<file path="src/rtl/io_pkg.sv">
// Shared widths, MMIO addresses and word packing for the board switch/key inputs.
package io_pkg;

  localparam int SW_W        = 18;
  localparam int BTN_W       = 4;
  localparam int BTN_EVT_LSB = 4;

  localparam logic [11:0] SW_ADDR  = 12'h900;
  localparam logic [11:0] BTN_ADDR = 12'h910;

  // Button word: pressed levels in the low nibble, sticky press events above them.
  function automatic logic [31:0] pack_btn(input logic [BTN_W-1:0] pressed,
                                           input logic [BTN_W-1:0] evt);
    logic [31:0] word;
    word = '0;
    word[BTN_W-1:0] = pressed;
    word[BTN_EVT_LSB +: BTN_W] = evt;
    return word;
  endfunction

endpackage

</file>
<file path="src/rtl/debounce_bit.sv">
// One asynchronous input bit: 2-flop synchronizer, debounce counter and accepted level.
module debounce_bit #(
  parameter int   DEBOUNCE_CYC = 500000,
  parameter logic RST_LVL      = 1'b0
) (
  input  logic clk,
  input  logic rst,
  input  logic raw,
  output logic level,
  output logic accept
);

  localparam int CNT_W = $clog2(DEBOUNCE_CYC) + 1;
  localparam logic [CNT_W-1:0] CNT_LAST = CNT_W'(DEBOUNCE_CYC - 1);

  logic             sync1_q, sync1_d;
  logic             sync2_q, sync2_d;
  logic             stable_q, stable_d;
  logic [CNT_W-1:0] cnt_q, cnt_d;

  // accept flags the cycle whose edge flips the stable level, so callers can
  // react on the same edge the level changes.
  always_comb begin
    sync1_d  = raw;
    sync2_d  = sync1_q;
    stable_d = stable_q;
    cnt_d    = '0;
    accept   = 1'b0;
    if (sync2_q != stable_q) begin
      if (cnt_q == CNT_LAST) begin
        stable_d = sync2_q;
        accept   = 1'b1;
      end else begin
        cnt_d = cnt_q + CNT_W'(1);
      end
    end
  end

  always_ff @(posedge clk) begin
    if (rst) begin
      sync1_q  <= RST_LVL;
      sync2_q  <= RST_LVL;
      stable_q <= RST_LVL;
      cnt_q    <= '0;
    end else begin
      sync1_q  <= sync1_d;
      sync2_q  <= sync2_d;
      stable_q <= stable_d;
      cnt_q    <= cnt_d;
    end
  end

  assign level = stable_q;

endmodule

</file>
<file path="src/rtl/input_conditioner.sv">
// Conditions board slide switches and keys into the sw/btn words read by the lsu,
// including sticky per-key press events cleared by a masked store.
module input_conditioner
  import io_pkg::*;
#(
  parameter int DEBOUNCE_CYC = 500000
) (
  input  logic             clk,
  input  logic             rst,
  input  logic [SW_W-1:0]  sw_raw,
  input  logic [BTN_W-1:0] btn_n_raw,
  input  logic             evt_clr,
  input  logic [BTN_W-1:0] evt_clr_mask,
  output logic [31:0]      sw,
  output logic [31:0]      btn
);

  logic [SW_W-1:0]  sw_lvl;
  logic [SW_W-1:0]  sw_acc_unused;
  logic [BTN_W-1:0] key_lvl;
  logic [BTN_W-1:0] key_acc;
  logic [BTN_W-1:0] press_set;
  logic [BTN_W-1:0] clr_sel;
  logic [BTN_W-1:0] evt_q, evt_d;

  for (genvar i = 0; i < SW_W; i++) begin : g_sw
    debounce_bit #(
      .DEBOUNCE_CYC (DEBOUNCE_CYC),
      .RST_LVL      (1'b0)
    ) u_db (
      .clk    (clk),
      .rst    (rst),
      .raw    (sw_raw[i]),
      .level  (sw_lvl[i]),
      .accept (sw_acc_unused[i])
    );
  end

  // Keys are active-low, so they reset to the released (high) level.
  for (genvar i = 0; i < BTN_W; i++) begin : g_key
    debounce_bit #(
      .DEBOUNCE_CYC (DEBOUNCE_CYC),
      .RST_LVL      (1'b1)
    ) u_db (
      .clk    (clk),
      .rst    (rst),
      .raw    (btn_n_raw[i]),
      .level  (key_lvl[i]),
      .accept (key_acc[i])
    );
  end

  // A press is an accepted flip while the key currently reads released; set wins over clear.
  always_comb begin
    press_set = key_acc & key_lvl;
    clr_sel   = evt_clr ? evt_clr_mask : '0;
    evt_d     = press_set | (evt_q & ~clr_sel);
  end

  always_ff @(posedge clk) begin
    if (rst) begin
      evt_q <= '0;
    end else begin
      evt_q <= evt_d;
    end
  end

  assign sw  = 32'(sw_lvl);
  assign btn = pack_btn(~key_lvl, evt_q);

endmodule

</file>
<file path="config.mk">
export PLATFORM = sky130hd
export DESIGN_NAME = input_conditioner
export DESIGN_NICKNAME = d
export VERILOG_FILES = /design/src/rtl/io_pkg.sv /design/src/rtl/debounce_bit.sv /design/src/rtl/input_conditioner.sv
export SDC_FILE = /design/constraint.sdc
export NUM_CORES = 1
export LEC_CHECK = 0
export BUFFER_PORTS_ARGS = -buffer_cell sky130_fd_sc_hd__buf_2
export CAP_MARGIN = 20
export CORE_MARGIN = 4
export CORE_UTILIZATION = 35
export CTS_CLUSTER_DIAMETER = 100
export DETAILED_ROUTE_END_ITERATION = 10
export PLACE_DENSITY_LB_ADDON = 0.3
export SETUP_SLACK_MARGIN = 0.05
export SLEW_MARGIN = 30
export SYNTH_ARGS = -nofsm -noshare
export SYNTH_HDL_FRONTEND = slang
export SYNTH_SLANG_ARGS = --single-unit
export TNS_END_PERCENT = 10
</file>
<file path="constraint.sdc">
create_clock -name clk -period 6.42 [get_ports clk]
set_clock_uncertainty 0.05 [all_clocks]
set_input_delay 1.284 -clock clk [delete_from_list [all_inputs] [get_ports clk]]
set_output_delay 1.284 -clock clk [all_outputs]
set_load 0.01 [all_outputs]
</file>
==> impl_metrics.json, run 1 <==
{
  "min_period_ns": 2.66,
  "ys_top_cells_by_area": "dfxtp_1 45%, xnor2_1 6.8%, nor2_1 6.4%",
  "core_area_sq_mm": 0.0634,
  "fin_crit_sh_pct": 41.5,
  "grt_pass1_wl_microns": 78900,
  "grt_max_degree": 74,
  "cts.sinks": 510,
  "synth_compound_area_share_pct": 7.23,
  "synth_top_family_by_area": "simple AND/OR/NAND/NOR gates",
  "firstDrtPassIters": 5,
  "post_cts_resized": 0,
  "ant_nets": 0,
  "clockRootBuffer": "clkbuf_16",
  "insertion_delay_ns": 0.60,
  "route.detailed.drc": 0,
  "wirelength_microns": 46000,
  "yosys.area_share.simple_pct": 29.3,
  "synth_seq_cells": 510,
  "clock_path_buffers": 3,
  "die_width_microns": 262,
  "multi_input_area_sq_mm": 0.0114,
  "yosysSeqAreaShare_pct": 45.2,
  "fmax_mhz": 376,
  "vias_per_cell": 5.05,
  "final_nets": 2677,
  "worstPathRequired_ns": 6.82,
  "antenna_found_initial": 2,
  "worstPathMaxFanout": 19,
  "drv_slew": 0,
  "hp-class": "register to register",
  "hold_viol": 0,
  "powerDensity_mw_per_mm2": 261,
  "synth_cell_type_count": 55,
  "rsz0062_at_grt": "no",
  "place_ws_ns": 3.45,
  "ios": 93,
  "ir_worst_vdd_v": 0.000151,
  "grt-busiest-layer": "met2",
  "maxCapViolCount": 0,
  "via_count": 17800,
  "postCtsSetupRepairBufs": 0,
  "grt_overflow": 0,
  "status": "complete, no violations",
  "start_util_pct": 35.6,
  "worstSetupPathType": "register to register",
  "area_growth_pct": 12.4,
  "hpwl_microns": 31000,
  "finalSetupViolations": 0,
  "synth_mux_area_share_pct": 0.222,
  "synth_common_cells": "510 x dfxtp_1, 382 x nor2_1, 175 x xnor2_1",
  "max_slew_margin_pct": 48.7,
  "cts_buffers": 58,
  "cp.arrival_ns": 3.07,
  "num_rows": 92,
  "fp.dieArea_sq_mm": 0.0686,
  "grt_pass1_vias": 17100,
  "synth-edff-count": 0,
  "met2_usage_pct": 22.9,
  "final_core_util_pct": 40.0,
  "synth_area_sq_mm": 0.0226,
  "place_congestion": 0.781,
  "setup_slack_ns": 3.76,
  "synth_top_cell_by_area": "dfxtp_1",
  "synth_most_common_cell": "dfxtp_1",
  "drt_first_iter_violations": 1067,
  "grtUsageMet3_pct": 2.41,
  "p_total_mw": 6.62,
  "syn_inst": 2598,
  "cp-end-kind": "register",
  "synth_ff_type": "dfxtp_1",
  "wire_per_inst_microns": 13.1,
  "clk_pin_slew_ns": 0.06,
  "use_met1_pct": 16.6,
  "port_buffers": 54,
  "synth_top_area_share_pct": 45.2,
  "cp-start-kind": "register",
  "cts_tree": "yes",
  "synthAdderAreaFrac_pct": 1.22,
  "synthArstFlopShare_pct": 0,
  "drive_above_1_share_pct": 7.63,
  "p_leak_nw": 7.65,
  "cts_hold_buf": 0,
  "track_usage_pct": 13.2,
  "die_y_microns": 262,
  "fillers": 6248,
  "htreeDepth": 2,
  "ff_latch_area_sq_mm": 0.0102,
  "syn_area_per_cell_sq_um": 8.69,
  "worst_slew_pin_slew_ns": 0.765,
  "tns_ns": 0,
  "synth_xor_area_share_pct": 11.9,
  "yosysWarningCount": 0
}
## logic make-up (layout without fill, tap and decap cells)
| family | after synthesis | count (layout) |
|---|---|---|
| adders and majority gates | 22 | 22 |
| other | 1 | 39 |
| muxes | 5 | 5 |
| buffers and inverters | 225 | 262 |
| xor gates and xnor gates | 306 | 306 |
| DFF | 510 | 510 |
| AOI/OAI and AO/OA | 283 | 283 |
| and+or+nand+nor | 1246 | 1246 |
## cell usage in the layout, fill, tap and decap left out, types with 5 or more instances in the layout
cell type and n:
xor2_1 131, o211ai_1 7, and4_1 41, dfxtp_1 510
clkinv_2 13, nor2_1 382, clkbuf_8 17, or4b_2 6
nand2_1 139, nor3_1 64, or4b_1 12, xnor2_1 175
buf_2 53, nor4_1 55, nand4b_1 9, clkbuf_1 6
mux2i_1 5, and2_1 6, ha_1 22, or3_1 77
nor2b_1 36, a21oi_1 126, o31ai_1 43, or2_2 12
or4_1 73, clkinvlp_4 5, nor4b_1 15, o21ai_1 6
and3_1 24, o21ai_0 75, clkbuf_16 59, inv_1 86
conb_1 38, nand4_1 143, buf_4 15, nand3_1 137
a21o_1 5
## flip-flops by register name (all words and copies together), names as in the netlist
register / flops
g_sw.u_db.cnt_q: 360
g_key.u_db.cnt_q: 80
g_sw.u_db.level: 18
g_sw.u_db.sync1_q: 18
g_sw.u_db.sync2_q: 18
evt_q: 4
g_key.u_db.level: 4
g_key.u_db.sync1_q: 4
g_key.u_db.sync2_q: 4
## worst max-delay path, stage by stage, from the launching register on
cell     delay (ns)
dfxtp_1        0.40
ha_1           0.23
nand4_1        0.39
nor4b_1        0.73
a211o_1        0.62
a21oi_1        0.10
## stage by stage
stage | instances | hold slack [ns] | cell area [sq um]
after CTS | 3518 | 0.361 | 25400
after detailed placement | 3412 | 0.347 | 23400
after global routing | 3519 | 0.376 | 25400
final | 3519 | 0.358 | 25400
after floorplan | 2635 | 0.339 | 22700
after global placement | 3412 | 0.351 | 23400
## report_power, final
group	leakage [nW]	switching, mW	internal, mW
Clock	0.973	1.31	2.03
Combinational	2.56	0.0585	0.0261
Sequential	4.12	0.0104	3.18
## worst paths after layout
kind,depth (start not counted),startpoint,slack [ns],endpoint
min,1,g_key[3].u_db.sync1_q$_SDFF_PP1_,0.36,g_key[3].u_db.sync2_q$_SDFF_PP1_
max,5,g_key[1].u_db.cnt_q[0]$_SDFF_PP0_,3.76,g_key[1].u_db.cnt_q[17]$_SDFF_PP0_
max reg2reg,5,g_key[1].u_db.cnt_q[0]$_SDFF_PP0_,3.76,g_key[1].u_db.cnt_q[17]$_SDFF_PP0_
min reg2reg,1,g_key[3].u_db.sync1_q$_SDFF_PP1_,0.36,g_key[3].u_db.sync2_q$_SDFF_PP1_
## cell type report
| cell class | count | area share, % |
|---|---|---|
| inverters | 87 | 1.29 |
| multi-input cells | 1900 | 45.0 |
| diodes | 1 | 0.00986 |
| repair buffers | 69 | 1.57 |
| clock inverters | 24 | 0.947 |
| well taps | 846 | 4.17 |
| clock buffers | 82 | 6.83 |
| flip-flops and latches | 510 | 40.2 |
## per-layer routing
layer / up-vias / part of all wire, %
met5: - / 0
li1: 9148 / -
met4: 0 / 2.6
met1: 8330 / 47
met3: 73 / 3.7
met2: 208 / 47
Note: power is estimated with default switching activity, not from simulation.
==> run 2, diff against run 1 <==
--- a/config.mk
+++ b/config.mk
@@ -5,6 +5,7 @@
 export SDC_FILE = /design/constraint.sdc
 export NUM_CORES = 1
 export LEC_CHECK = 0
+export ABC_AREA = 1
 export BUFFER_PORTS_ARGS = -buffer_cell sky130_fd_sc_hd__buf_2
 export CAP_MARGIN = 20
 export CORE_MARGIN = 4
==> constraint.sdc (replaced) <==
create_clock -name clk -period 2.45 [get_ports clk]
set_clock_uncertainty 0.05 [all_clocks]
set_input_delay 0.49 -clock clk [delete_from_list [all_inputs] [get_ports clk]]
set_output_delay 0.49 -clock clk [all_outputs]
set_load 0.01 [all_outputs]
==> run 2 against run 1 <==
Compared with the run above: clock-buffer cell count shrank 13; die area grew 12%; critical path depth grew 2; non-clock buffer count grew 6.
==> impl_metrics.json, run 2 <==
{
  "status": "complete, no violations",
  "firstDrtPassIters": 6,
  "holdWs_ns": 0.0437,
  "core_area_sq_mm": 0.0719,
  "synth_compound_area_share_pct": 4.57,
  "synth_ff_type": "dfxtp_1",
  "cp-end-kind": "register",
  "p_sw_mw": 3.94,
  "cp-start-kind": "register",
  "clock_path_buffers": 3,
  "start_util_pct": 35.5,
  "die_width_microns": 278,
  "final_nets": 3819,
  "route.detailed.drc": 0,
  "synth_xor_area_share_pct": 7.18,
  "clk_pin_slew_ns": 0.07,
  "die_y_microns": 278,
  "synth_most_common_cell": "nand2_1",
  "tns_ns": 0,
  "worstPathMaxFanout": 12,
  "fillers": 7647,
  "combPwrFrac_pct": 1.4,
  "critical_path.max_stage_delay_ns": 0.40,
  "worstPathRequired_ns": 2.90,
  "min_path_cells": 3,
  "grt_pass1_wl_microns": 91500,
  "rsz0062_at_grt": "no",
  "ff2ff_setup_slack_ns": 0.55,
  "p_seq_share_pct": 46.5,
  "final_cell_mix": "888 x nand2_1, 855 x nor2_1, 510 x dfxtp_1",
  "r2r_end": "g_sw[6].u_db.cnt_q[11]$_SDFF_PP0_",
  "insertion_delay_ns": 0.62,
  "synth-edff-count": 0,
  "ir_worst_vdd_v": 0.000772,
  "place_ws_ns": 0.483,
  "ios": 93,
  "drive_above_1_share_pct": 8.80,
  "reg2reg_depth": 7,
  "worstHoldStart": "sw_raw[10]",
  "top_register": "g_sw.u_db.cnt_q",
  "path_delay_family": "simple AND/OR/NAND/NOR gates",
  "via_count": 21300,
  "yosys.area_share.simple_pct": 38.4,
  "yosysSeqAreaShare_pct": 40.1,
  "min_period_ns": 1.90,
  "r2r-start": "g_sw[6].u_db.cnt_q[0]$_SDFF_PP0_",
  "sw_frac_of_total_pct": 21.9,
  "grt_pass1_vias": 20200,
  "p_clk_share_pct": 52.1,
  "synth_top_cell_by_area": "dfxtp_1",
  "synth_cell_type_count": 42,
  "holdPathEnd": "g_sw[10].u_db.sync1_q$_SDFF_PP0_",
  "p_leak_nw": 9.34,
  "vias_per_cell": 4.47,
  "synthArstFlopShare_pct": 0,
  "synth_seq_cells": 510,
  "grt_max_degree": 27,
  "drt_first_iter_violations": 1042,
  "synth_mux_area_share_pct": 0,
  "syn_area_per_cell_sq_um": 6.90,
  "maxCapViolCount": 0,
  "wire_per_inst_microns": 10.9,
  "cp.arrival_ns": 2.35,
  "synth_area_sq_mm": 0.0255,
  "post_cts_resized": 0,
  "fp.dieArea_sq_mm": 0.0772,
  "final_core_util_pct": 39.8,
  "ant_nets": 0,
  "cts_tree": "yes",
  "fin_crit_sh_pct": 77.5,
  "synth_common_cells": "888 x nand2_1, 855 x nor2_1, 510 x dfxtp_1",
  "p_int_mw": 14.0,
  "grt_overflow": 0,
  "port_buffers": 54,
  "track_usage_pct": 13.4,
  "setup_slack_ns": 0.551,
  "synth_top_area_share_pct": 40.1,
  "hp-class": "input pin to register",
  "synth_top_family_by_area": "simple AND/OR/NAND/NOR gates",
  "cp_slowest_cell": "dfxtp_1",
  "worst_slew_pin_slew_ns": 0.703,
  "worstSetupPathType": "register to register",
  "final_common_cell": "nand2_1",
  "area_growth_pct": 12.2,
  "htreeDepth": 2,
  "largest_reg_flops": 360,
  "finalSetupViolations": 0,
  "cts_buffers": 58,
  "diodes": 0,
  "syn_inst": 3696,
  "powerDensity_mw_per_mm2": 629,
  "cts.sinks": 510,
  "max_slew_margin_pct": 53.0,
  "clockRootBuffer": "clkbuf_16",
  "path_cells": "ha_1, nand3_2, nor3_2, nand3_1, nand2_1, buf_4, nor2_1",
  "place_congestion": 0.832,
  "fin_area_sq_mm": 0.0286,
  "hpwl_microns": 37500,
  "wirelength_microns": 51800,
  "fmax_mhz": 527,
  "place_area_sq_mm": 0.0264,
  "yosysWarningCount": 0,
  "ys_top_cells_by_area": "dfxtp_1 40%, nand2_1 13%, nor2_1 13%",
  "drv_slew": 0,
  "hold_viol": 0,
  "num_rows": 98,
  "reg.largest.list": "g_sw.u_db.cnt_q: 360 flops, g_key.u_db.cnt_q: 80 flops",
  "critPathBufInv": 1,
  "antenna_found_initial": 3,
  "synthAdderAreaFrac_pct": 1.08
}
run 2: worst max path at each step:
stage / start / endpoint / slack (ns) / cells after the start
floorplan: g_sw[14].u_db.cnt_q[0]$_SDFF_PP0_ / g_sw[14].u_db.cnt_q[16]$_SDFF_PP0_ / 0.95 / 9
detailed placement: rst / g_sw[2].u_db.cnt_q[2]$_SDFF_PP0_ / 0.48 / 7
finish: g_sw[6].u_db.cnt_q[0]$_SDFF_PP0_ / g_sw[6].u_db.cnt_q[11]$_SDFF_PP0_ / 0.55 / 7
global placement: rst / g_sw[2].u_db.cnt_q[2]$_SDFF_PP0_ / 0.48 / 7
global route: g_sw[2].u_db.cnt_q[0]$_SDFF_PP0_ / g_sw[2].u_db.cnt_q[12]$_SDFF_PP0_ / 0.34 / 6
CTS: g_sw[6].u_db.cnt_q[0]$_SDFF_PP0_ / g_sw[6].u_db.cnt_q[11]$_SDFF_PP0_ / 0.52 / 7
run 2: through the flow:
stage	total power [mW]	std cells
floorplan	8.77	3733
global placement	8.80	4651
detailed placement	8.80	4651
CTS	18.3	4768
global route	18.7	4768
finish	18.0	4768
run 2: final cells by class:
| cell class | count | area (sq um) | share of cell area [%] |
|---|---|---|---|
| multi-input cells | 2745 | 13200 | 46.2 |
| flip-flops and latches | 510 | 10200 | 35.7 |
| clock buffers | 69 | 1580 | 5.54 |
| inverters | 378 | 1430 | 4.99 |
| well taps | 950 | 1190 | 4.16 |
| clock inverters | 41 | 526 | 1.84 |
| repair buffers | 75 | 460 | 1.61 |
run 2: what timing repair did:
item,4_1_cts,5_1_grt
endpoints found under the hold margin,7,0
buffers inserted,0,0
hold buffers,7,0
run 2: cells by family (layout without fill, tap and decap cells):
logic type,Yosys count,in the layout
other,1,38
buffers and inverters,478,563
and+or+nand+nor,2264,2264
xor gates and xnor gates,209,209
adders and majority gates,22,22
AOI/OAI and AO/OA,212,212
DFF,510,510
run 2: per-layer routing:
layer  up-vias  share of wire, %  global-route usage [%]
li1      11600                 -                       -
met1      9392                51                    18.5
met2       250                44                    21.9
met3        83               3.5                    2.21
met4         0               1.9                    3.30
met5         -                 0                       0
run 2: worst min-delay path, stage by stage:
cell and delay, ns:
buf_2 0.07, inv_1 0.04, nor2_1 0.07
run 2: power by group through the flow:
| stage | sequential, mW | clock (mW) | combinational [mW] |
|---|---|---|---|
| floorplan | 8.54 | 0 | 0.229 |
| global placement | 8.55 | 0 | 0.252 |
| detailed placement | 8.55 | 0 | 0.253 |
| CTS | 8.36 | 9.71 | 0.263 |
| global route | 8.36 | 10.0 | 0.296 |
| finish | 8.36 | 9.36 | 0.256 |
